<file path="config.mk">
export PLATFORM = sky130hd
export DESIGN_NAME = sim_to_seq_stream_buf_flat
export DESIGN_NICKNAME = d
export VERILOG_FILES = /design/src/rtl/sim_to_seq_stream_buf_pkg.sv /design/src/rtl/sim_to_seq_stream_buf_if.sv /design/src/rtl/sim_to_seq_stream_buf_pacer.sv /design/src/rtl/sim_to_seq_stream_buf.sv /design/src/flat_wrapper.sv
export SDC_FILE = /design/constraint.sdc
export NUM_CORES = 1
export LEC_CHECK = 0
export BUFFER_PORTS_ARGS = -buffer_cell sky130_fd_sc_hd__buf_2
export CORE_AREA = 8 8 69 71
export DETAILED_ROUTE_END_ITERATION = 10
export DIE_AREA = 0 0 77 79
export MAX_ROUTING_LAYER = met4
export PLACE_DENSITY = 0.7
export SLEW_MARGIN = 20
export SYNTH_ARGS = -nofsm -noshare
export SYNTH_HDL_FRONTEND = slang
export SYNTH_SLANG_ARGS = --single-unit
</file>
<file path="constraint.sdc">
create_clock -name clk -period 4.1 [get_ports clk]
set_input_delay 1.23 -clock clk [delete_from_list [all_inputs] [get_ports clk]]
set_output_delay 1.23 -clock clk [all_outputs]
set_load 0.02 [all_outputs]
</file>
<file path="src/rtl/sim_to_seq_stream_buf_pkg.sv">
// Shared sizing helpers and parameter legality check for the
// parallel-to-serial stream buffer.
package sim_to_seq_pkg;

    function automatic int clog2(input int unsigned v);
        int          r;
        int unsigned x;
        r = 0;
        x = 1;
        while (x < v) begin
            x = x << 1;
            r++;
        end
        return r;
    endfunction

    function automatic int nbeats(input int shift_len, input int out_lanes);
        return (out_lanes > 0) ? shift_len / out_lanes : 1;
    endfunction

    function automatic int beat_width(input int shift_len, input int out_lanes);
        int w;
        w = clog2(nbeats(shift_len, out_lanes));
        return (w < 1) ? 1 : w;
    endfunction

    function automatic int eff_distance(input int clk_distance);
        return (clk_distance < 1) ? 1 : clk_distance;
    endfunction

    function automatic bit params_ok(input int bit_width, input int shift_len,
                                     input int out_lanes);
        return (bit_width >= 1) && (shift_len >= 1) && (out_lanes >= 1) &&
               ((shift_len % out_lanes) == 0);
    endfunction

endpackage

</file>
<file path="src/rtl/sim_to_seq_stream_buf_if.sv">
// Word-in / beat-out handshake bundle; master drives words and accepts beats.
interface sim_to_seq_stream_buf_if
    import sim_to_seq_pkg::*;
#(
    parameter int BIT_WIDTH = 2,
    parameter int SHIFT_LEN = 8,
    parameter int OUT_LANES = 1
);
    localparam int BEAT_W = beat_width(SHIFT_LEN, OUT_LANES);

    logic                           in_valid;
    logic                           in_ready;
    logic [BIT_WIDTH*SHIFT_LEN-1:0] in;
    logic                           out_valid;
    logic                           out_ready;
    logic [BIT_WIDTH*OUT_LANES-1:0] out;
    logic                           out_last;
    logic [BEAT_W-1:0]              out_beat;
    logic                           busy;

    modport master (
        output in_valid, in, out_ready,
        input  in_ready, out_valid, out, out_last, out_beat, busy
    );

    modport slave (
        input  in_valid, in, out_ready,
        output in_ready, out_valid, out, out_last, out_beat, busy
    );
endinterface

</file>
<file path="src/rtl/sim_to_seq_stream_buf_pacer.sv">
// Saturating beat-spacing counter; constant ready when no spacing is needed.
module clk_distance_pacer
    import sim_to_seq_pkg::*;
#(
    parameter int CLK_DISTANCE = 1
) (
    input  logic clk,
    input  logic rst,
    input  logic en,
    input  logic clr,
    input  logic active,
    output logic pace_done
);
    localparam int DIST = eff_distance(CLK_DISTANCE);

    generate
        if (DIST == 1) begin : g_bypass
            logic unused_bypass;
            assign unused_bypass = ^{clk, rst, en, clr, active};
            assign pace_done     = 1'b1;
        end else begin : g_count
            localparam int            CW  = clog2(DIST);
            localparam logic [CW-1:0] TOP = CW'(DIST - 1);

            logic [CW-1:0] count_q, count_d;

            always_comb begin
                count_d = count_q;
                if (en) begin
                    if (clr)
                        count_d = '0;
                    else if (active && (count_q != TOP))
                        count_d = count_q + CW'(1);
                end
            end

            always_ff @(posedge clk) begin
                if (rst) count_q <= '0;
                else     count_q <= count_d;
            end

            assign pace_done = (count_q == TOP);
        end
    endgenerate
endmodule

</file>
<file path="src/rtl/sim_to_seq_stream_buf.sv">
// Parallel-to-serial converter: whole words in, OUT_LANES-element beats out,
// with a shadow slot so consecutive words stream without bubbles.
module sim_to_seq_stream_buf
    import sim_to_seq_pkg::*;
#(
    parameter int BIT_WIDTH    = 2,
    parameter int SHIFT_LEN    = 8,
    parameter int OUT_LANES    = 1,
    parameter int DIRECTION    = 1,
    parameter int CLK_DISTANCE = 1
) (
    input  logic                    clk,
    input  logic                    in_ctr_Srst,
    input  logic                    in_ctr_en,
    sim_to_seq_stream_buf_if.slave  io
);
    localparam int                NB        = nbeats(SHIFT_LEN, OUT_LANES);
    localparam int                BEAT_W    = beat_width(SHIFT_LEN, OUT_LANES);
    localparam int                WORD_W    = BIT_WIDTH * SHIFT_LEN;
    localparam int                BEAT_BITS = BIT_WIDTH * OUT_LANES;
    localparam logic [BEAT_W-1:0] LAST_BEAT = BEAT_W'(NB - 1);

    generate
        if (!params_ok(BIT_WIDTH, SHIFT_LEN, OUT_LANES)) begin : g_bad_params
            $error("sim_to_seq_stream_buf: OUT_LANES must divide SHIFT_LEN");
        end
    endgenerate

    logic [WORD_W-1:0] active_q, active_d, shadow_q, shadow_d, word_ord;
    logic              act_full_q, act_full_d, sh_full_q, sh_full_d;
    logic [BEAT_W-1:0] beat_q, beat_d;
    logic              in_xfer, out_xfer, last_xfer, load_direct, load_active;
    logic              pace_done, pace_clr;

    // Words are stored pre-permuted into emission order so the head beat is
    // always the low BEAT_BITS and each beat is a plain right shift.
    always_comb begin
        word_ord = '0;
        for (int unsigned n = 0; n < SHIFT_LEN; n++) begin
            if (DIRECTION > 0)
                word_ord[n*BIT_WIDTH +: BIT_WIDTH] = io.in[(SHIFT_LEN-1-n)*BIT_WIDTH +: BIT_WIDTH];
            else
                word_ord[n*BIT_WIDTH +: BIT_WIDTH] = io.in[n*BIT_WIDTH +: BIT_WIDTH];
        end
    end

    assign io.in_ready  = in_ctr_en & ~sh_full_q;
    assign io.out_valid = in_ctr_en & act_full_q & pace_done;

    assign in_xfer     = io.in_valid & io.in_ready;
    assign out_xfer    = io.out_valid & io.out_ready;
    assign last_xfer   = out_xfer & (beat_q == LAST_BEAT);
    assign load_direct = in_xfer & (~act_full_q | last_xfer);
    assign load_active = load_direct | (last_xfer & sh_full_q);
    assign pace_clr    = load_active | out_xfer;

    always_comb begin
        active_d   = active_q;
        shadow_d   = shadow_q;
        act_full_d = act_full_q;
        sh_full_d  = sh_full_q;
        beat_d     = beat_q;

        if (out_xfer) begin
            active_d = active_q >> BEAT_BITS;
            beat_d   = last_xfer ? '0 : beat_q + BEAT_W'(1);
        end

        if (last_xfer) begin
            if (sh_full_q) begin
                active_d  = shadow_q;
                sh_full_d = 1'b0;
            end else begin
                act_full_d = 1'b0;
            end
        end

        if (in_xfer) begin
            if (load_direct) begin
                active_d   = word_ord;
                act_full_d = 1'b1;
                beat_d     = '0;
            end else begin
                shadow_d  = word_ord;
                sh_full_d = 1'b1;
            end
        end
    end

    always_ff @(posedge clk) begin
        if (in_ctr_Srst) begin
            active_q   <= '0;
            shadow_q   <= '0;
            act_full_q <= 1'b0;
            sh_full_q  <= 1'b0;
            beat_q     <= '0;
        end else begin
            active_q   <= active_d;
            shadow_q   <= shadow_d;
            act_full_q <= act_full_d;
            sh_full_q  <= sh_full_d;
            beat_q     <= beat_d;
        end
    end

    clk_distance_pacer #(
        .CLK_DISTANCE (CLK_DISTANCE)
    ) u_pacer (
        .clk       (clk),
        .rst       (in_ctr_Srst),
        .en        (in_ctr_en),
        .clr       (pace_clr),
        .active    (act_full_q),
        .pace_done (pace_done)
    );

    assign io.out      = active_q[BEAT_BITS-1:0];
    assign io.out_last = (beat_q == LAST_BEAT);
    assign io.out_beat = beat_q;
    assign io.busy     = act_full_q | sh_full_q;
endmodule

</file>
<file path="src/flat_wrapper.sv">
// flat-port wrapper written by rule: the top's interface ports become plain ports
module sim_to_seq_stream_buf_flat import sim_to_seq_pkg::*;
#(
    parameter int BIT_WIDTH    = 2,
    parameter int SHIFT_LEN    = 8,
    parameter int OUT_LANES    = 1,
    parameter int DIRECTION    = 1,
    parameter int CLK_DISTANCE = 1
)
  (clk, in_ctr_Srst, in_ctr_en, io_in_valid, io_in, io_out_ready, io_in_ready, io_out_valid, io_out, io_out_last, io_out_beat, io_busy);
  sim_to_seq_stream_buf_if #(.BIT_WIDTH(BIT_WIDTH), .SHIFT_LEN(SHIFT_LEN), .OUT_LANES(OUT_LANES)) io_i ();
  input  logic clk;
  input  logic in_ctr_Srst;
  input  logic in_ctr_en;
  input wire logic [$bits(io_i.in_valid)-1:0] io_in_valid;
  input wire logic [$bits(io_i.in)-1:0] io_in;
  input wire logic [$bits(io_i.out_ready)-1:0] io_out_ready;
  output wire logic [$bits(io_i.in_ready)-1:0] io_in_ready;
  output wire logic [$bits(io_i.out_valid)-1:0] io_out_valid;
  output wire logic [$bits(io_i.out)-1:0] io_out;
  output wire logic [$bits(io_i.out_last)-1:0] io_out_last;
  output wire logic [$bits(io_i.out_beat)-1:0] io_out_beat;
  output wire logic [$bits(io_i.busy)-1:0] io_busy;
  assign io_i.in_valid = io_in_valid;
  assign io_i.in = io_in;
  assign io_i.out_ready = io_out_ready;
  assign io_in_ready = io_i.in_ready;
  assign io_out_valid = io_i.out_valid;
  assign io_out = io_i.out;
  assign io_out_last = io_i.out_last;
  assign io_out_beat = io_i.out_beat;
  assign io_busy = io_i.busy;
  sim_to_seq_stream_buf #(.BIT_WIDTH(BIT_WIDTH), .SHIFT_LEN(SHIFT_LEN), .OUT_LANES(OUT_LANES), .DIRECTION(DIRECTION), .CLK_DISTANCE(CLK_DISTANCE)) u_core (.clk(clk), .in_ctr_Srst(in_ctr_Srst), .in_ctr_en(in_ctr_en), .io(io_i));
endmodule
</file>
==> flow_summary_export.csv, run 1 <==
group,metric,value,unit
detailed_routing,drc,0,
grt,grt_pass1_vias,1392,
pwr,power.static_leakage,0.826,nW
yosys,async_flop_share,0,
yosys,synthCells,211,
grt,grt_usage,0.131,
cells_and_area,multiInputGateArea,905,sq um
cells_and_area,num_antenna_cells,0,
cells_and_area,final_core_util,0.520,
detailed_routing,drtIter0Drc,114,
run,max-cap-violations,0,
placement,gp_congestion,0.722,
setup_path,crit_fanout,5,
setup_path,worstSetupPathType,"input port to output port",
cts,h-tree-depth,2,
cells_and_area,fillers,390,
yosys,synth_enable_flop_cells,0,
hold_path,min-delay-start,"u_core.shadow_q[3]",
timing,setup_viol,0,
die,ios,30,
cells_and_area,area_growth_syn_to_layout,11.7,%
yosys,syn_avg_cell_area,8.39,sq um
yosys,syn_area,1770,sq um
detailed_routing,vias,1475,
timing,fin_crit,2.90,ns
placement,portBuffers,29,
detailed_routing,postRouteAntennaNets,0,
die,start_util,0.466,
grt,antenna_found_initial,0,
timing,period_share,0.708,
pwr,p_per_area,398,nW/um^2
outcome,status,"finished, final reports clean",
yosys,synth_seq_area_share,0.418,
cts,cts_tree,"built",
setup_path,arrival,1.67,ns
yosys,synth_flop_cell,"dfxtp_1",
timing,slew_headroom,0.382,
timing,slew_viol_final,0,
setup_path,r2r_start,"u_core.io.out_beat[0]",
grt,grt_first_pass_wirelength,6370,um
pwr,finalPower,0.786,mW
cts,postCtsHoldBufs,0,
cts,clockBufferDepth,2,
yosys,synth_cell_type_count,24,
timing,fin_setup_tns,0,ns
cells_and_area,final_nets,253,
setup_path,cp_data_required_time,2.87,ns
placement,dpl.hpwl,2310,um
die,die-height,79,um
setup_path,crit_path_start_kind,"input port",
detailed_routing,vias_per_cell,5.25,
detailed_routing,totalWireLength,3630,um
timing,whs,0.456,ns
cts,clockRootBuffer,"clkbuf_8",
cts,insertion_delay,0.29,ns
cts,cts_resized,0,
timing,worstMarginPinSlew,0.925,ns
cts,clock-sinks,37,
detailed_routing,wire_per_inst,12.9,um
timing,hold_viol_final,0,
die,rows,23,
yosys,yosys_warnings,0,
cts,path_clk_slew,0.07,ns
grt,overflow,0,
placement,dp_cells,273,
pwr,peakVddDrop,0.000178,V
die,core_area,3800,sq um
cts,cts_made_buffers,5,
timing,fmax,345,MHz
yosys,synthesis.nets,234,
hold_path,hold_path.class,"flop to flop",
yosys,ys_seq_elements,37,
detailed_routing,firstDrtPassIters,4,
cells_and_area,drive_gt1_frac,0.212,
timing,skew,0.00939,ns
cells_and_area,layoutNonFillerInstCount,281,
setup_path,critPathLaunch,"in_ctr_en",
setup_path,cp-end-kind,"output port",
die,die_area,6080,sq um
timing,rsz0062_at_grt,"no",
grt,grt_max_degree,38,
cts,postCtsSetupRepairBufs,0,
die,die_w,77,um
cells_and_area,ff_latch_area,741,sq um
==> worst paths after layout <==
kind | depth (start not counted) | slack, ns | end
hold reg to reg | 2 | 0.46 | u_core.shadow_q[3]
hold / removal | 2 | 0.46 | u_core.shadow_q[3]
setup reg to reg | 6 | 1.81 | u_core.active_q[13]
setup / recovery | 3 | 1.20 | io_in_ready
==> state kept, by name, indices dropped and copies added (netlist names) <==
signal,count
u_core.active_q,16
u_core.shadow_q,16
u_core.io.out_beat,3
u_core.act_full_q,1
u_core.sh_full_q,1
==> kinds of logic after synthesis <==
logic type | Yosys count | synth area share
AO/OA/AOI/OAI | 54 | 0.212
AND/OR/NAND/NOR | 86 | 0.206
buffers and inverters | 18 | 0.0707
flip-flops | 37 | 0.418
multiplexers | 14 | 0.0791
adder cells (fa/ha/maj) | 2 | 0.0141
==> report_power, final <==
group          leakage, nW  internal, mW  switching, mW
logic                0.467        0.0347         0.0464
registers            0.301         0.374        0.00874
clock network       0.0585         0.198          0.124
total                0.826         0.607          0.179
==> stage by stage <==
step	cell area, sq um	setup WS (ns)
after floorplan	1770	1.28
after global placement	1860	1.21
after detailed placement	1860	1.20
after CTS	1980	1.20
after global routing	1980	1.15
final	1980	1.20
==> cells in the mapped netlist, types with 2 or more instances <==
cell type  instances  share of area
a21o_1             2         0.0085
a211o_1           14          0.069
buf_4              6          0.025
a21oi_2            9          0.045
dfxtp_1           37           0.42
buf_2              4          0.011
nand2_1           52           0.11
ha_1               2          0.014
clkbuf_1           4         0.0085
a21oi_1           28          0.079
nor3_1             4          0.011
nor2_1            16          0.034
buf_6              4          0.025
nand3_1            3         0.0085
mux2i_1           14          0.079
and3_1             2         0.0071
nor3b_1            2         0.0085
nand4_1            2         0.0071
==> worst max-delay path, stage by stage <==
cell and delay, ns:
buf_2 0.11, nor2b_1 0.15, buf_2 0.18
==> area by class of cell <==
| cell class | count | share of cell area |
|---|---|---|
| repair buffers | 30 | 0.0772 |
| multi-input cells | 156 | 0.458 |
| clock buffers | 7 | 0.0437 |
| flip-flops and latches | 37 | 0.375 |
| well taps | 50 | 0.0316 |
| clock inverters | 1 | 0.0152 |
==> layer usage <==
metal	GRT usage	wire [um]
met5	-	0
met4	0.0623	74
met3	0.0418	124
met2	0.204	1580
met1	0.152	1850
==> cell usage in the layout (no fill, tap or decap) <==
| master | count |
|---|---|
| clkbuf_1 | 1 |
| nand2_2 | 1 |
| a21oi_1 | 28 |
| buf_4 | 1 |
| and3b_1 | 1 |
| dfxtp_1 | 37 |
| ha_1 | 2 |
| a211o_1 | 14 |
| nor3b_1 | 2 |
| clkbuf_8 | 6 |
| a21boi_4 | 1 |
| mux2i_1 | 14 |
| and3_1 | 2 |
| bufinv_16 | 1 |
| nor3_1 | 4 |
| buf_2 | 29 |
| or2_2 | 1 |
| a21o_1 | 2 |
| nand2_1 | 52 |
| nor2b_1 | 1 |
| and2_1 | 1 |
| nor2_1 | 16 |
| nand4_1 | 2 |
| a21oi_2 | 9 |
| nand3_1 | 3 |
No activity file was read; power rests on OpenSTA's default activity.
==> inputs of run 2 (changes only) <==
--- a/config.mk
+++ b/config.mk
@@ -6,11 +6,11 @@
 export NUM_CORES = 1
 export LEC_CHECK = 0
 export BUFFER_PORTS_ARGS = -buffer_cell sky130_fd_sc_hd__buf_2
-export CORE_AREA = 8 8 69 71
+export CORE_AREA = 8 8 70 72
 export DETAILED_ROUTE_END_ITERATION = 10
-export DIE_AREA = 0 0 77 79
+export DIE_AREA = 0 0 78 80
 export MAX_ROUTING_LAYER = met4
-export PLACE_DENSITY = 0.7
+export PLACE_DENSITY = 0.71
 export SLEW_MARGIN = 20
 export SYNTH_ARGS = -nofsm -noshare
 export SYNTH_HDL_FRONTEND = slang
==> constraint.sdc (replaced) <==
create_clock -name clk -period 2.35 [get_ports clk]
set_input_delay 0.705 -clock clk [delete_from_list [all_inputs] [get_ports clk]]
set_output_delay 0.705 -clock clk [all_outputs]
set_load 0.02 [all_outputs]
==> run 2 against run 1 <==
Final cell count is 1.4% higher; combinational power is 80% higher; first-iteration DRC count is 19% lower; non-clock buffer count is 4 higher; clock power is 49% higher; count of clock-buffer cells in the layout stayed put; total power is 64% higher; largest cell class unchanged.
==> flow_summary_export.csv, run 2 (synthesized netlist as in run 1, its figures left out) <==
group,metric,value,unit
outcome,status,"finished, final reports clean",
setup_path,r2r-end,"u_core.shadow_q[4]",
grt,overflow,0,
detailed_routing,firstDrtPassIters,4,
grt,grt_pass1_vias,1454,
setup_path,worstSetupPathType,"flop to output port",
cells_and_area,area_growth_syn_to_layout,12.5,%
pwr,intPower,0.981,mW
pwr,combPwrFrac,0.113,
pwr,seq_power_share,0.516,
grt,met2_usage,0.217,
setup_path,crit_fanout,10,
pwr,switching_share,0.240,
cts,postCtsHoldBufs,0,
die,die-height,80,um
detailed_routing,vias,1468,
setup_path,slowest_delay,0.37,ns
cells_and_area,drive_gt1_frac,0.230,
die,ios,30,
hold_path,min-delay-start,"u_core.shadow_q[3]",
setup_path,path_delay_family,"adder cells",
pwr,p_per_area,648,nW/um^2
cts,clock-sinks,37,
cts,cts_resized,0,
hold_path,whs_endpoint,"u_core.shadow_q[3]",
cells_and_area,fin_area,1990,sq um
timing,setup_viol,0,
cells_and_area,most-common-layout-cells,"nand2_1, dfxtp_1, buf_2",
pwr,peakVddDrop,0.000375,V
die,die_area,6240,sq um
hold_path,hold_depth,2,
setup_path,cp.depth,3,
die,start_util,0.459,
detailed_routing,totalWireLength,3660,um
setup_path,ff2ff_setup_slack,0.37,ns
grt,top_usage_layer,"met2",
timing,fin_crit,2.12,ns
grt,met3_usage,0.0439,
setup_path,crit_path_start_kind,"flop",
grt,grt_max_degree,38,
timing,period_share,0.900,
cts,insertion_delay,0.29,ns
timing,worstMarginPinSlew,0.664,ns
setup_path,critPathMostFrequentCell,"ha_1",
placement,gp_congestion,0.810,
setup_path,worstPathCellList,"ha_1 > ha_1 > buf_2",
cts,clockBufferDepth,2,
grt,grt_first_pass_wirelength,6430,um
timing,fmax,473,MHz
placement,dpl.hpwl,2370,um
detailed_routing,drtIter0Drc,92,
cells_and_area,fillers,403,
die,core_area,3860,sq um
setup_path,arrival,1.41,ns
grt,grt_usage,0.131,
run,max-cap-violations,0,
die,rows,23,
cts,postCtsSetupRepairBufs,0,
timing,skew,0.00387,ns
timing,slew_headroom,0.557,
setup_path,slowest_stage,"dfxtp_1",
setup_path,cp-end-kind,"output port",
grt,antenna_found_initial,0,
placement,portBuffers,29,
timing,rsz0062_at_grt,"no",
die,die_w,78,um
cells_and_area,final_common_cell,"nand2_1",
cts,cts_made_buffers,5,
cells_and_area,ff_latch_area,741,sq um
placement,dpl_cell_area,1890,sq um
cts,h-tree-depth,2,
detailed_routing,postRouteAntennaNets,0,
setup_path,cp_data_required_time,1.64,ns
hold_path,hold_path.class,"flop to flop",
pwr,power.static_leakage,0.841,nW
cts,cts_tree,"built",
pwr,clockPowerShare,0.371,
detailed_routing,wire_per_inst,12.9,um
detailed_routing,drc,0,
setup_path,crit_buf_inv,1,
detailed_routing,vias_per_cell,5.15,
cts,path_clk_slew,0.07,ns
grt,use_met1,0.142,
pwr,p_sw,0.310,mW
cells_and_area,multiInputGateArea,905,sq um
timing,fin_setup_tns,0,ns
timing,slew_viol_final,0,
cts,clockRootBuffer,"clkbuf_8",
setup_path,r2r_cells,6,
timing,hold_viol_final,0,
setup_path,r2r_start,"u_core.io.out_beat[0]",
cells_and_area,num_antenna_cells,0,
cells_and_area,final_nets,257,
[run 2: cell count changes in the layout (fill, tap and decap cells not counted), sizes merged]
cell    delta
bufinv     -1
clkinv     +1
buf        +4
[run 2: worst max path at each step]
stage,start,endpoint
after CTS,u_core.io.out_beat[0],io_out_last
after detailed placement,in_ctr_en,u_core.shadow_q[1]
after global routing,u_core.io.out_beat[0],io_out_last
after global placement,in_ctr_en,u_core.shadow_q[9]
after floorplan,u_core.io.out_beat[0],u_core.sh_full_q
final,u_core.io.out_beat[0],io_out_last
[run 2: final cells by class]
cell class / count / area share
clock inverters: 1 / 0.00251
well taps: 50 / 0.0314
flip-flops and latches: 37 / 0.372
multi-input cells: 156 / 0.454
repair buffers: 34 / 0.0917
clock buffers: 7 / 0.0484
[run 2: power by group through the flow]
| stage | combinational (mW) | clock (mW) | sequential [mW] |
|---|---|---|---|
| after floorplan | 0.112 | 0 | 0.678 |
| after CTS | 0.148 | 0.496 | 0.667 |
| after global routing | 0.165 | 0.523 | 0.670 |
| after detailed placement | 0.147 | 0 | 0.681 |
| after global placement | 0.146 | 0 | 0.680 |
| final | 0.146 | 0.479 | 0.667 |
[run 2: worst register-to-register path, stage by stage, from the launching register on]
cell and delay, ns:
dfxtp_1 0.33, ha_1 0.20, ha_1 0.30, nand2_1 0.20, and3_1 0.61, nand2_1 0.12
a21oi_1 0.15
[run 2: per-layer routing]
metal | wire, um | vias up | share of wire
li1 | - | 764 | -
met1 | 1760 | 680 | 0.48
met2 | 1720 | 18 | 0.47
met3 | 126 | 6 | 0.034
met4 | 58 | 0 | 0.016
met5 | 0 | - | 0
[run 2: per-stage QoR]
| step | util | total power [mW] | setup slack (ns) | hold WS [ns] | std cells |
|---|---|---|---|---|---|
| after floorplan | - | 0.790 | 0.333 | 0.436 | 211 |
| after global placement | 0.490 | 0.826 | 0.350 | 0.443 | 277 |
| after detailed placement | 0.490 | 0.828 | 0.328 | 0.447 | 277 |
| after CTS | 0.517 | 1.31 | 0.225 | 0.456 | 285 |
| after global routing | 0.517 | 1.36 | 0.122 | 0.484 | 285 |
| final | 0.517 | 1.29 | 0.235 | 0.454 | 285 |
